==> config.mk <==
export PLATFORM = sky130hd
export DESIGN_NAME = serial_servo_cmd_uc
export DESIGN_NICKNAME = d
export VERILOG_FILES = /design/src/rtl/serial_servo_pkg.sv /design/src/rtl/contador_timeout.sv /design/src/rtl/serial_servo_cmd_uc.sv
export SDC_FILE = /design/constraint.sdc
export NUM_CORES = 1
export LEC_CHECK = 0
export BUFFER_PORTS_ARGS = -buffer_cell sky130_fd_sc_hd__buf_2
export CELL_PAD_IN_SITES_DETAIL_PLACEMENT = 1
export CELL_PAD_IN_SITES_GLOBAL_PLACEMENT = 2
export CORE_MARGIN = 5
export CORE_UTILIZATION = 30
export DETAILED_ROUTE_END_ITERATION = 10
export GPL_TIMING_DRIVEN = 0
export HOLD_SLACK_MARGIN = 0.15
export PLACE_DENSITY = 0.79
export RECOVER_POWER = 25
export SYNTH_ARGS = -nofsm -noshare
export SYNTH_HDL_FRONTEND = slang
export SYNTH_SLANG_ARGS = --single-unit
==> constraint.sdc <==
create_clock -name clock -period 3 [get_ports clock]
set_input_delay 0.15 -clock clock [delete_from_list [all_inputs] [get_ports clock]]
set_output_delay 0.15 -clock clock [all_outputs]
set_load 0.02 [all_outputs]
==> src/rtl/serial_servo_pkg.sv <==
// Shared ASCII command codes and FSM state encodings for the servo command unit.
package serial_servo_pkg;

    localparam logic [6:0] CMD_GIRA     = 7'h47;
    localparam logic [6:0] CMD_PARA     = 7'h53;
    localparam logic [6:0] CMD_GIRA_MIN = 7'h67;
    localparam logic [6:0] CMD_PARA_MIN = 7'h73;
    localparam logic [6:0] CMD_DIG0     = 7'h30;
    localparam logic [6:0] CMD_DIG7     = 7'h37;
    localparam logic [6:0] ACK_ERRO     = 7'h3F;

    typedef enum logic [3:0] {
        INICIAL    = 4'd0,
        ESPERA     = 4'd1,
        DECODIFICA = 4'd2,
        ENVIA      = 4'd3,
        AGUARDA_TX = 4'd4,
        ZERA_TX    = 4'd5
    } estado_t;

endpackage

==> src/rtl/contador_timeout.sv <==
// Saturating modulo-M cycle counter; fim flags count == M-1 and stays there until cleared.
module contador_timeout #(
    parameter int M = 100000
) (
    input  logic clock,
    input  logic reset,
    input  logic clear,
    input  logic enable,
    output logic fim
);

    localparam int W = (M > 1) ? $clog2(M) : 1;
    localparam logic [W-1:0] MAX = W'(M - 1);

    logic [W-1:0] cnt_q, cnt_d;

    always_comb begin
        cnt_d = cnt_q;
        if (clear)
            cnt_d = '0;
        else if (enable && (cnt_q != MAX))
            cnt_d = cnt_q + 1'b1;
    end

    always_ff @(posedge clock or posedge reset) begin
        if (reset)
            cnt_q <= '0;
        else
            cnt_q <= cnt_d;
    end

    assign fim = (cnt_q == MAX);

endmodule

==> src/rtl/serial_servo_cmd_uc.sv <==
// Servo command decoder: decodes received characters, drives gira/posicao, sends a 1-char ack.
// Optional CMD_MINUSCULA_EN accepts lower-case 'g'/'s' as aliases of 'G'/'S'.
module serial_servo_cmd_uc
    import serial_servo_pkg::*;
#(
    parameter int TIMEOUT_CICLOS = 100000,
    parameter int N_BITS         = 7
) (
    input  logic              clock,
    input  logic              reset,
    input  logic              fim_rx,
    input  logic              parity_check,
    input  logic [N_BITS-1:0] data,
    input  logic              pronto_tx,
    output logic              partida_tx,
    output logic [N_BITS-1:0] tx_data,
    output logic              zera,
    output logic              gira,
    output logic [2:0]        posicao,
    output logic              erro,
    output logic              overrun,
    output logic [3:0]        db_estado
);

    estado_t           estado_q, estado_d;
    logic [N_BITS-1:0] rx_q, rx_d;
    logic              par_q, par_d;
    logic [N_BITS-1:0] ack_q, ack_d;
    logic              gira_q, gira_d;
    logic [2:0]        posicao_q, posicao_d;
    logic              erro_q, erro_d;
    logic              overrun_q, overrun_d;
    logic              eh_gira, eh_para, eh_digito;
    logic              tmo_fim;

    contador_timeout #(.M(TIMEOUT_CICLOS)) u_tmo (
        .clock  (clock),
        .reset  (reset),
        .clear  (estado_q == ENVIA),
        .enable (estado_q == AGUARDA_TX),
        .fim    (tmo_fim)
    );

    always_comb begin
        eh_gira   = (rx_q == N_BITS'(CMD_GIRA));
        eh_para   = (rx_q == N_BITS'(CMD_PARA));
`ifdef CMD_MINUSCULA_EN
        eh_gira   = eh_gira | (rx_q == N_BITS'(CMD_GIRA_MIN));
        eh_para   = eh_para | (rx_q == N_BITS'(CMD_PARA_MIN));
`endif
        eh_digito = (rx_q >= N_BITS'(CMD_DIG0)) && (rx_q <= N_BITS'(CMD_DIG7));
    end

    always_comb begin
        estado_d  = estado_q;
        rx_d      = rx_q;
        par_d     = par_q;
        ack_d     = ack_q;
        gira_d    = gira_q;
        posicao_d = posicao_q;
        erro_d    = erro_q;
        // Any character outside ESPERA is lost, including the INICIAL cycle.
        overrun_d = overrun_q | (fim_rx && (estado_q != ESPERA));
        case (estado_q)
            INICIAL: estado_d = ESPERA;
            ESPERA: begin
                if (fim_rx) begin
                    rx_d     = data;
                    par_d    = parity_check;
                    estado_d = DECODIFICA;
                end
            end
            DECODIFICA: begin
                estado_d = ENVIA;
                if (!par_q) begin
                    erro_d = 1'b1;
                    ack_d  = N_BITS'(ACK_ERRO);
                end else if (eh_gira) begin
                    gira_d = 1'b1;
                    erro_d = 1'b0;
                    ack_d  = N_BITS'(CMD_GIRA);
                end else if (eh_para) begin
                    gira_d = 1'b0;
                    erro_d = 1'b0;
                    ack_d  = N_BITS'(CMD_PARA);
                end else if (eh_digito) begin
                    posicao_d = rx_q[2:0];
                    erro_d    = 1'b0;
                    ack_d     = rx_q;
                end else begin
                    erro_d = 1'b1;
                    ack_d  = N_BITS'(ACK_ERRO);
                end
            end
            ENVIA: estado_d = AGUARDA_TX;
            AGUARDA_TX: begin
                if (pronto_tx)
                    estado_d = ESPERA;
                else if (tmo_fim)
                    estado_d = ZERA_TX;
            end
            ZERA_TX: begin
                erro_d   = 1'b1;
                estado_d = ESPERA;
            end
            default: estado_d = INICIAL;
        endcase
    end

    always_ff @(posedge clock or posedge reset) begin
        if (reset) begin
            estado_q  <= INICIAL;
            rx_q      <= '0;
            par_q     <= 1'b0;
            ack_q     <= '0;
            gira_q    <= 1'b0;
            posicao_q <= '0;
            erro_q    <= 1'b0;
            overrun_q <= 1'b0;
        end else begin
            estado_q  <= estado_d;
            rx_q      <= rx_d;
            par_q     <= par_d;
            ack_q     <= ack_d;
            gira_q    <= gira_d;
            posicao_q <= posicao_d;
            erro_q    <= erro_d;
            overrun_q <= overrun_d;
        end
    end

    // INICIAL is held during reset; zera only fires once reset lets go.
    assign zera       = ((estado_q == INICIAL) && !reset) || (estado_q == ZERA_TX);
    assign partida_tx = (estado_q == ENVIA);
    assign tx_data    = ack_q;
    assign gira       = gira_q;
    assign posicao    = posicao_q;
    assign erro       = erro_q;
    assign overrun    = overrun_q;
    assign db_estado  = estado_q;

endmodule
==> results.sh, run 1 <==
export IMPL_status="finished, final reports clean"
export IMPL_synth_edff_count=0
export IMPL_fp_dieW_microns=93.61
export IMPL_cellLeakagePower_nw=1.186
export IMPL_io_buffers=29
export IMPL_routed_wl_mm=5.126
export IMPL_clk_pin_slew_ns=0.09
export IMPL_ys_ff_latch=41
export IMPL_drv_slew=0
export IMPL_grt_pass1_vias=1759
export IMPL_critPathLaunchType="register"
export IMPL_seqCellArea_sq_mm=0.001026
export IMPL_ys_top_cells_by_area="dfrtp_1 (49%), mux2_2 (4.8%), a21oi_1 (3.3%), nand2_1 (2.9%), nor2_1 (2.3%)"
export IMPL_min_period_ns=2.079
export IMPL_tightest_slew_ns=0.5725
export IMPL_multi_input_area_sq_um=974.7
export IMPL_ys_types=51
export IMPL_fin_nets=262
export IMPL_vias_per_cell=4.925
export IMPL_intPower_mw=1.159
export IMPL_yosysWarnings=0
export IMPL_finClkSkew_ns=0.01168
export IMPL_cp_arrival_ns=1.93
export IMPL_synth_top_area_share_pct=48.93
export IMPL_syn_nets=214
export IMPL_netlist_instances=201
export IMPL_p_sw_share_pct=40.64
export IMPL_path_cells="buf_2 > nand3b_1 > inv_1 > buf_2 > buf_2"
export IMPL_max_freq_mhz=480.9
export IMPL_max_stage_delay_ns=0.40
export IMPL_switchingPower_mw=0.7936
export IMPL_synth_seq_area_share_pct=48.93
export IMPL_core_area_sq_mm=0.006794
export IMPL_wl_per_cell_microns=14.82
export IMPL_clock_path_buffers=2
export IMPL_setup_viol_count_final=0
export IMPL_drive_gt1_share_pct=26.40
export IMPL_cts_tree="built"
export IMPL_syn_area_sq_mm=0.002097
export IMPL_num_vias=1704
export IMPL_pin_count=31
export IMPL_rsz0062_at_grt="no"
export IMPL_clock_latency_ns=0.30
export IMPL_cts_root_buffer="clkbuf_8"
export IMPL_syn_area_per_cell_sq_um=10.43
export IMPL_worstPathRequired_ns=2.85
export IMPL_fin_setup_tns_ns=0
export IMPL_numCtsBuffers=5
export IMPL_yosys_area_top_type="dfrtp_1"
export IMPL_end_kind="output pin"
export IMPL_antenna_found_initial=0
export IMPL_seqPwrFrac_pct=42.0
export IMPL_synth_top_cells_by_count="dfrtp_1 (41), nand2_1 (16), a21oi_1 (14)"
export IMPL_finalCritPeriodShare_pct=69.31
export IMPL_area_growth_pct=23.33
export IMPL_antenna_cells=0
export IMPL_vdd_drop_max_mv=0.3633
export IMPL_initial_core_util_pct=30.87
export IMPL_antenna_left=0
export IMPL_p_comb_share_pct=38.4
export IMPL_drc=0
export IMPL_slowest_stage="dfrtp_1"
export IMPL_cp_max_fo=10
export IMPL_gp_congestion=0.7007
export IMPL_drv_cap=0
export IMPL_grt_pass1_wl_mm=8.742
export IMPL_path_class="register to output pin"
export IMPL_fp_dieH_microns=93.61
export IMPL_yosys_cell_count_top_type="dfrtp_1"
export IMPL_ys_flop_type="dfrtp_1"
export IMPL_critical_path_top_delay_family="buffers and inverters"
export IMPL_grt_usage_pct=12.54
export IMPL_hp_class="input pin to async pin"
export IMPL_row_count=30
export IMPL_crit_buf_inv=4
export IMPL_crit_top_cell="buf_2"
export IMPL_hpwl_mm=3.846
export IMPL_fillCellCount=788
export IMPL_powerDensity_mw_per_mm2=755.0
export IMPL_hold_viol_final=0
export IMPL_async_flop_share_pct=100.0
export IMPL_ctsHtreeMaxLevel=2
export IMPL_dr_pass1_iters=4
export IMPL_relSlewSlack_pct=61.79
export IMPL_clock_sinks=41
export IMPL_finish_utilization_pct=38.07
export IMPL_die_area_sq_mm=0.008762
export IMPL_clockPowerShare_pct=19.6
export IMPL_gr_total_overflow=0
export IMPL_drt_initial_drc_count=49
export IMPL_grt_max_degree=29
==> routing by layer <==
layer  vias to the layer above  global-route usage (%)  wire length [microns]
met4                         0                   3.249                     58
li1                        834                       -                      -
met5                         -                       0                      0
met1                       838                   16.91                   2490
met2                        24                   20.13                   2424
met3                         8                   3.057                    153
==> tightest hold or removal path, delay by kind of cell <==
| family | cells | cell delay [ns] |
|---|---|---|
| buf+inv | 3 | 1.07 |
==> logic make-up (layout without fill, tap and decap cells) <==
family	after synthesis	after routing	share of synthesized area, %
AO/OA/AOI/OAI	39	39	12.11
XOR/XNOR	4	4	1.671
adder cells (fa/ha/maj)	1	1	0.5966
buffers and inverters	19	68	4.594
flip-flops	41	41	48.93
multiplexers	12	12	6.265
other	1	1	0.1788
AND/OR/NAND/NOR	84	84	25.65
==> power by group through the flow <==
| stage | combinational [mW] | clock (mW) | sequential, mW |
|---|---|---|---|
| 2_1_floorplan | 0.452 | 0 | 0.885 |
| 3_3_place_gp | 0.738 | 0 | 0.822 |
| 3_5_place_dp | 0.754 | 0 | 0.834 |
| 4_1_cts | 0.767 | 0.401 | 0.823 |
| 5_1_grt | 0.834 | 0.425 | 0.845 |
| 6_report | 0.751 | 0.383 | 0.819 |
==> area by class of cell <==
class,instances,share of cell area [%]
Buffer,11,2.564
Clock buffer,5,2.661
Multi-Input combinational cell,141,37.69
Timing Repair Buffer,41,10.64
Sequential cell,41,39.67
Clock inverter,3,0.9676
Inverter,8,1.161
Tap cell,96,4.644
==> state kept, by name (all words and copies together) (netlist names) <==
name         cells
db_estado        3
gira             1
overrun          1
rx_q             7
par_q            1
tx_data          7
u_tmo.cnt_q     17
erro             1
posicao          3
==> path summary, 6_finish.rpt <==
kind / startpoint / endpoint / slack, ns / cells past startpoint
worst max-delay path: db_estado[1] / partida_tx / 0.92 / 5
worst min-delay path: reset / rx_q[1] / 0.45 / 3
worst max register to register: db_estado[1] / u_tmo.cnt_q[13] / 1.14 / 6
worst min register to register: overrun / overrun / 0.46 / 1
max in group asynchronous: reset / tx_data[5] / 1.99 / 4
min in group clock: overrun / overrun / 0.46 / 1
==> stage by stage <==
stage               hold WS (ns)  power [mW]  setup WS, ns  area (sq um)  instances
finish                    0.4465       1.953        0.9206          2586        346
detailed placement        0.1368       1.588         1.123          2382        327
global route              0.4799       2.104        0.7400          2586        346
global placement          0.3675       1.561         1.125          2362        326
CTS                       0.3442       1.992        0.8602          2586        346
floorplan                 0.2575       1.337         1.328          2097        201
==> cell usage in the layout (no fill, tap or decap), types with 2 or more instances in the layout <==
cell           count
dfrtp_1           41
buf_2             34
nand2_1           16
a21oi_1           14
nor2_1            13
dlygate4sd3_1     11
mux2_2             9
inv_1              8
o21ai_0            7
nand3_1            7
and3_1             6
nand4_1            6
nor3_1             5
clkbuf_8           5
and4_1             4
or3_1              4
mux2i_1            3
o22a_1             3
clkbuf_1           2
and4bb_2           2
nand4_2            2
nand3b_1           2
nand2b_1           2
buf_4              2
nor3b_2            2
a31oi_1            2
xor2_1             2
o211ai_1           2
or4_1              2
xnor2_1            2
and2_1             2
nor3b_1            2
o21bai_1           2
==> what timing repair did <==
item,CTS,global route
hold buffers,11,0
endpoints found under the hold margin,52,0
buffers inserted,0,0
resized for setup,0,0
No activity file was read; power rests on OpenSTA's default activity.
==> run 2, diff against run 1 <==
--- a/config.mk
+++ b/config.mk
@@ -5,6 +5,7 @@
 export SDC_FILE = /design/constraint.sdc
 export NUM_CORES = 1
 export LEC_CHECK = 0
+export ABC_AREA = 1
 export BUFFER_PORTS_ARGS = -buffer_cell sky130_fd_sc_hd__buf_2
 export CELL_PAD_IN_SITES_DETAIL_PLACEMENT = 1
 export CELL_PAD_IN_SITES_GLOBAL_PLACEMENT = 2
@@ -13,7 +14,7 @@
 export DETAILED_ROUTE_END_ITERATION = 10
 export GPL_TIMING_DRIVEN = 0
 export HOLD_SLACK_MARGIN = 0.15
-export PLACE_DENSITY = 0.79
+export PLACE_DENSITY = 0.88
 export RECOVER_POWER = 25
 export SYNTH_ARGS = -nofsm -noshare
 export SYNTH_HDL_FRONTEND = slang
==> constraint.sdc (replaced) <==
create_clock -name clock -period 1.76 [get_ports clock]
set_input_delay 0.088 -clock clock [delete_from_list [all_inputs] [get_ports clock]]
set_output_delay 0.088 -clock clock [all_outputs]
set_load 0.02 [all_outputs]
==> run 2 against run 1 <==
Net effect:
- flip-flop and latch count did not move
- sequential power grew 66%
- synthesized cell count up 48%
- clock skew shrank 0.0035 ns
- first-iteration DRC count grew 45%
- global-route usage grew 0.92 points
- count of clock-buffer cells in the layout stayed put
- combinational power up 77%
- routed wire length grew 22%
- sequential share of layout area is 4.0 points lower
- cell count increased by 30%
- critical path type unchanged
- highest routed layer unchanged
==> results.sh, run 2 <==
export IMPL_hpwl_mm=4.502
export IMPL_drv_cap=0
export IMPL_drt_met1_wl_mm=2.924
export IMPL_placed_cell_area_sq_mm=0.002576
export IMPL_stdcell_area_sq_mm=0.002873
export IMPL_routed_wl_mm=6.252
export IMPL_pin_count=31
export IMPL_hp_class="input pin to async pin"
export IMPL_gr_total_overflow=0
export IMPL_rsz0062_at_grt="no"
export IMPL_path_class="register to output pin"
export IMPL_ctsHtreeMaxLevel=2
export IMPL_finClkSkew_ns=0.008210
export IMPL_fp_dieW_microns=97.32
export IMPL_top_layer_used="met4"
export IMPL_finalCritPeriodShare_pct=92.09
export IMPL_clockPowerShare_pct=25.8
export IMPL_max_freq_mhz=617.0
export IMPL_dr_wl_met3_microns=220
export IMPL_die_area_sq_mm=0.009470
export IMPL_relSlewSlack_pct=63.49
export IMPL_clock_path_buffers=2
export IMPL_syn_area_per_cell_sq_um=7.675
export IMPL_grt_pass1_wl_mm=10.44
export IMPL_yosysWarnings=0
export IMPL_path_cells="nor2_4 > nand2_2 > clkbuf_4 > inv_1 > buf_2"
export IMPL_fin_ws_ns=0.1392
export IMPL_grt_pass1_vias=2092
export IMPL_drt_initial_drc_count=71
export IMPL_antenna_found_initial=0
export IMPL_fp_dieH_microns=97.32
export IMPL_syn_nets=311
export IMPL_power_mw=3.617
export IMPL_num_vias=2108
export IMPL_ys_top_cells_by_area="dfrtp_1 (45%), nand2_1 (12%), nand3_1 (8.1%), nor2_1 (6.2%), inv_1 (4.9%)"
export IMPL_ys_types=29
export IMPL_r2r_setup_slack_ns=0.15
export IMPL_finish_utilization_pct=39.19
export IMPL_clock_latency_ns=0.30
export IMPL_cellLeakagePower_nw=1.388
export IMPL_dp_slack_ns=0.04810
export IMPL_cp_arrival_ns=1.53
export IMPL_seqPwrFrac_pct=37.5
export IMPL_end_kind="output pin"
export IMPL_synth_top_cells_by_count="nand2_1 (75), dfrtp_1 (41), nor2_1 (38)"
export IMPL_numCtsBuffers=5
export IMPL_core_area_sq_mm=0.007331
export IMPL_fin_nets=363
export IMPL_largest_reg_flops=17
export IMPL_critPathLaunchType="register"
export IMPL_antenna_left=0
export IMPL_clock_sinks=41
export IMPL_p_comb_share_pct=36.7
export IMPL_synth_seq_area_share_pct=44.86
export IMPL_cp_max_fo=10
export IMPL_syn_area_sq_mm=0.002287
export IMPL_largest_register="u_tmo.cnt_q"
export IMPL_grt_usage_pct=13.46
export IMPL_clk_pin_slew_ns=0.09
export IMPL_intPower_mw=2.201
export IMPL_drive_gt1_share_pct=19.37
export IMPL_initial_core_util_pct=31.20
export IMPL_dr_pass1_iters=4
export IMPL_area_growth_pct=25.60
export IMPL_switchingPower_mw=1.417
export IMPL_slowest_stage="dfrtp_1"
export IMPL_r2r_start="u_tmo.cnt_q[0]"
export IMPL_worstSetupStartpoint="db_estado[2]"
export IMPL_cts_tree="built"
export IMPL_ys_flop_type="dfrtp_1"
export IMPL_min_period_ns=1.621
export IMPL_p_sw_share_pct=39.16
export IMPL_met2_length_mm=3.079
export IMPL_row_count=31
export IMPL_status="finished, final reports clean"
export IMPL_synth_top_area_share_pct=44.86
export IMPL_netlist_instances=298
export IMPL_hold_viol_final=0
export IMPL_drc=0
export IMPL_gp_congestion=0.7584
export IMPL_io_buffers=29
export IMPL_vdd_drop_max_mv=0.3619
export IMPL_final_cell_mix="nand2_1 (74), dfrtp_1 (41), nor2_1 (38)"
export IMPL_synth_edff_count=0
export IMPL_ys_ff_latch=41
export IMPL_tightest_slew_ns=0.5477
export IMPL_vias_per_cell=4.684
export IMPL_async_flop_share_pct=100.0
export IMPL_worstPathRequired_ns=1.67
export IMPL_grt_max_degree=32
export IMPL_max_stage_delay_ns=0.45
export IMPL_dp_cells=427
export IMPL_drv_slew=0
export IMPL_powerDensity_mw_per_mm2=1259
export IMPL_final_common_cell="nand2_1"
export IMPL_cts_root_buffer="clkbuf_8"
export IMPL_setup_viol_count_final=0
export IMPL_fin_cells=450
export IMPL_yosys_area_top_type="dfrtp_1"
export IMPL_rr_worst_depth=9
export IMPL_yosys_cell_count_top_type="nand2_1"
export IMPL_antenna_cells=0
export IMPL_wl_per_cell_microns=13.89
export IMPL_r2r_end="u_tmo.cnt_q[6]"
==> run 2: cell count changes after synthesis, sizes merged, moves of 5 or more <==
cell and change:
nor2 +29, inv +26, nand2 +63, nand3 +32, and3 -6, nand3b +6
mux2 -5
==> run 2: worst max-delay path by stage <==
stage | end | slack [ns] | depth (start not counted)
finish | partida_tx | 0.14 | 5
floorplan | u_tmo.cnt_q[10] | 0.29 | 9
global route | u_tmo.cnt_q[7] | 0.02 | 9
CTS | partida_tx | 0.001 | 5
detailed placement | u_tmo.cnt_q[6] | 0.05 | 9
global placement | zera | -0.29 | 4
==> run 2: logic make-up after synthesis <==
logic type / Yosys count / share of synthesized area, %
other: 1 / 0.1640
buffers and inverters: 42 / 7.877
multiplexers: 4 / 1.969
AND/OR/NAND/NOR: 181 / 36.82
adder cells (fa/ha/maj): 1 / 0.5470
AO/OA/AOI/OAI: 21 / 5.087
XOR/XNOR: 7 / 2.681
flip-flops: 41 / 44.86
==> run 2: stage by stage <==
stage / hold WS (ns) / setup TNS (ns)
2_1_floorplan: 0.1998 / 0
3_3_place_gp: 0.3018 / -0.2885
3_5_place_dp: 0.06024 / 0
4_1_cts: 0.2795 / 0
5_1_grt: 0.2416 / 0
6_report: 0.2350 / 0
==> run 2: critical path, delay by kind of cell, from the launching register on <==
kind,cells,cell delay [ns]
AND/OR/NAND/NOR,2,0.31
flip-flops,1,0.45
buffers and inverters,3,0.48
==> run 2: power by group through the flow <==
stage	clock (mW)	sequential (mW)	combinational, mW
floorplan	0	1.49	0.734
finish	0.935	1.36	1.33
global route	1.01	1.39	1.48
detailed placement	0	1.37	1.28
global placement	0	1.35	1.25
CTS	0.968	1.35	1.31
==> run 2: what timing repair did <==
item / 4_1_cts / 5_1_grt
gates resized for setup: 0 / 6
buffers inserted: 0 / 4
endpoints found under the setup margin: 0 / 13
hold buffers: 11 / 0
hold endpoints to repair: 52 / 0
==> run 2: cell type report <==
cell class,instances,area [sq um]
fill,919,4458
multi-input combinational,215,1096
sequential,41,1026
timing repair buffer,45,304.0
inverter,34,130.1
tap,99,123.9
clock buffer,5,68.82
clock inverter,3,68.82
buffer,8,55.05
==> run 2: layer usage <==
layer / GRT usage, % / vias up
met5: 0 / -
met4: 2.556 / 0
met1: 17.64 / 1015
met2: 22.82 / 28
met3: 3.159 / 4
li1: - / 1061
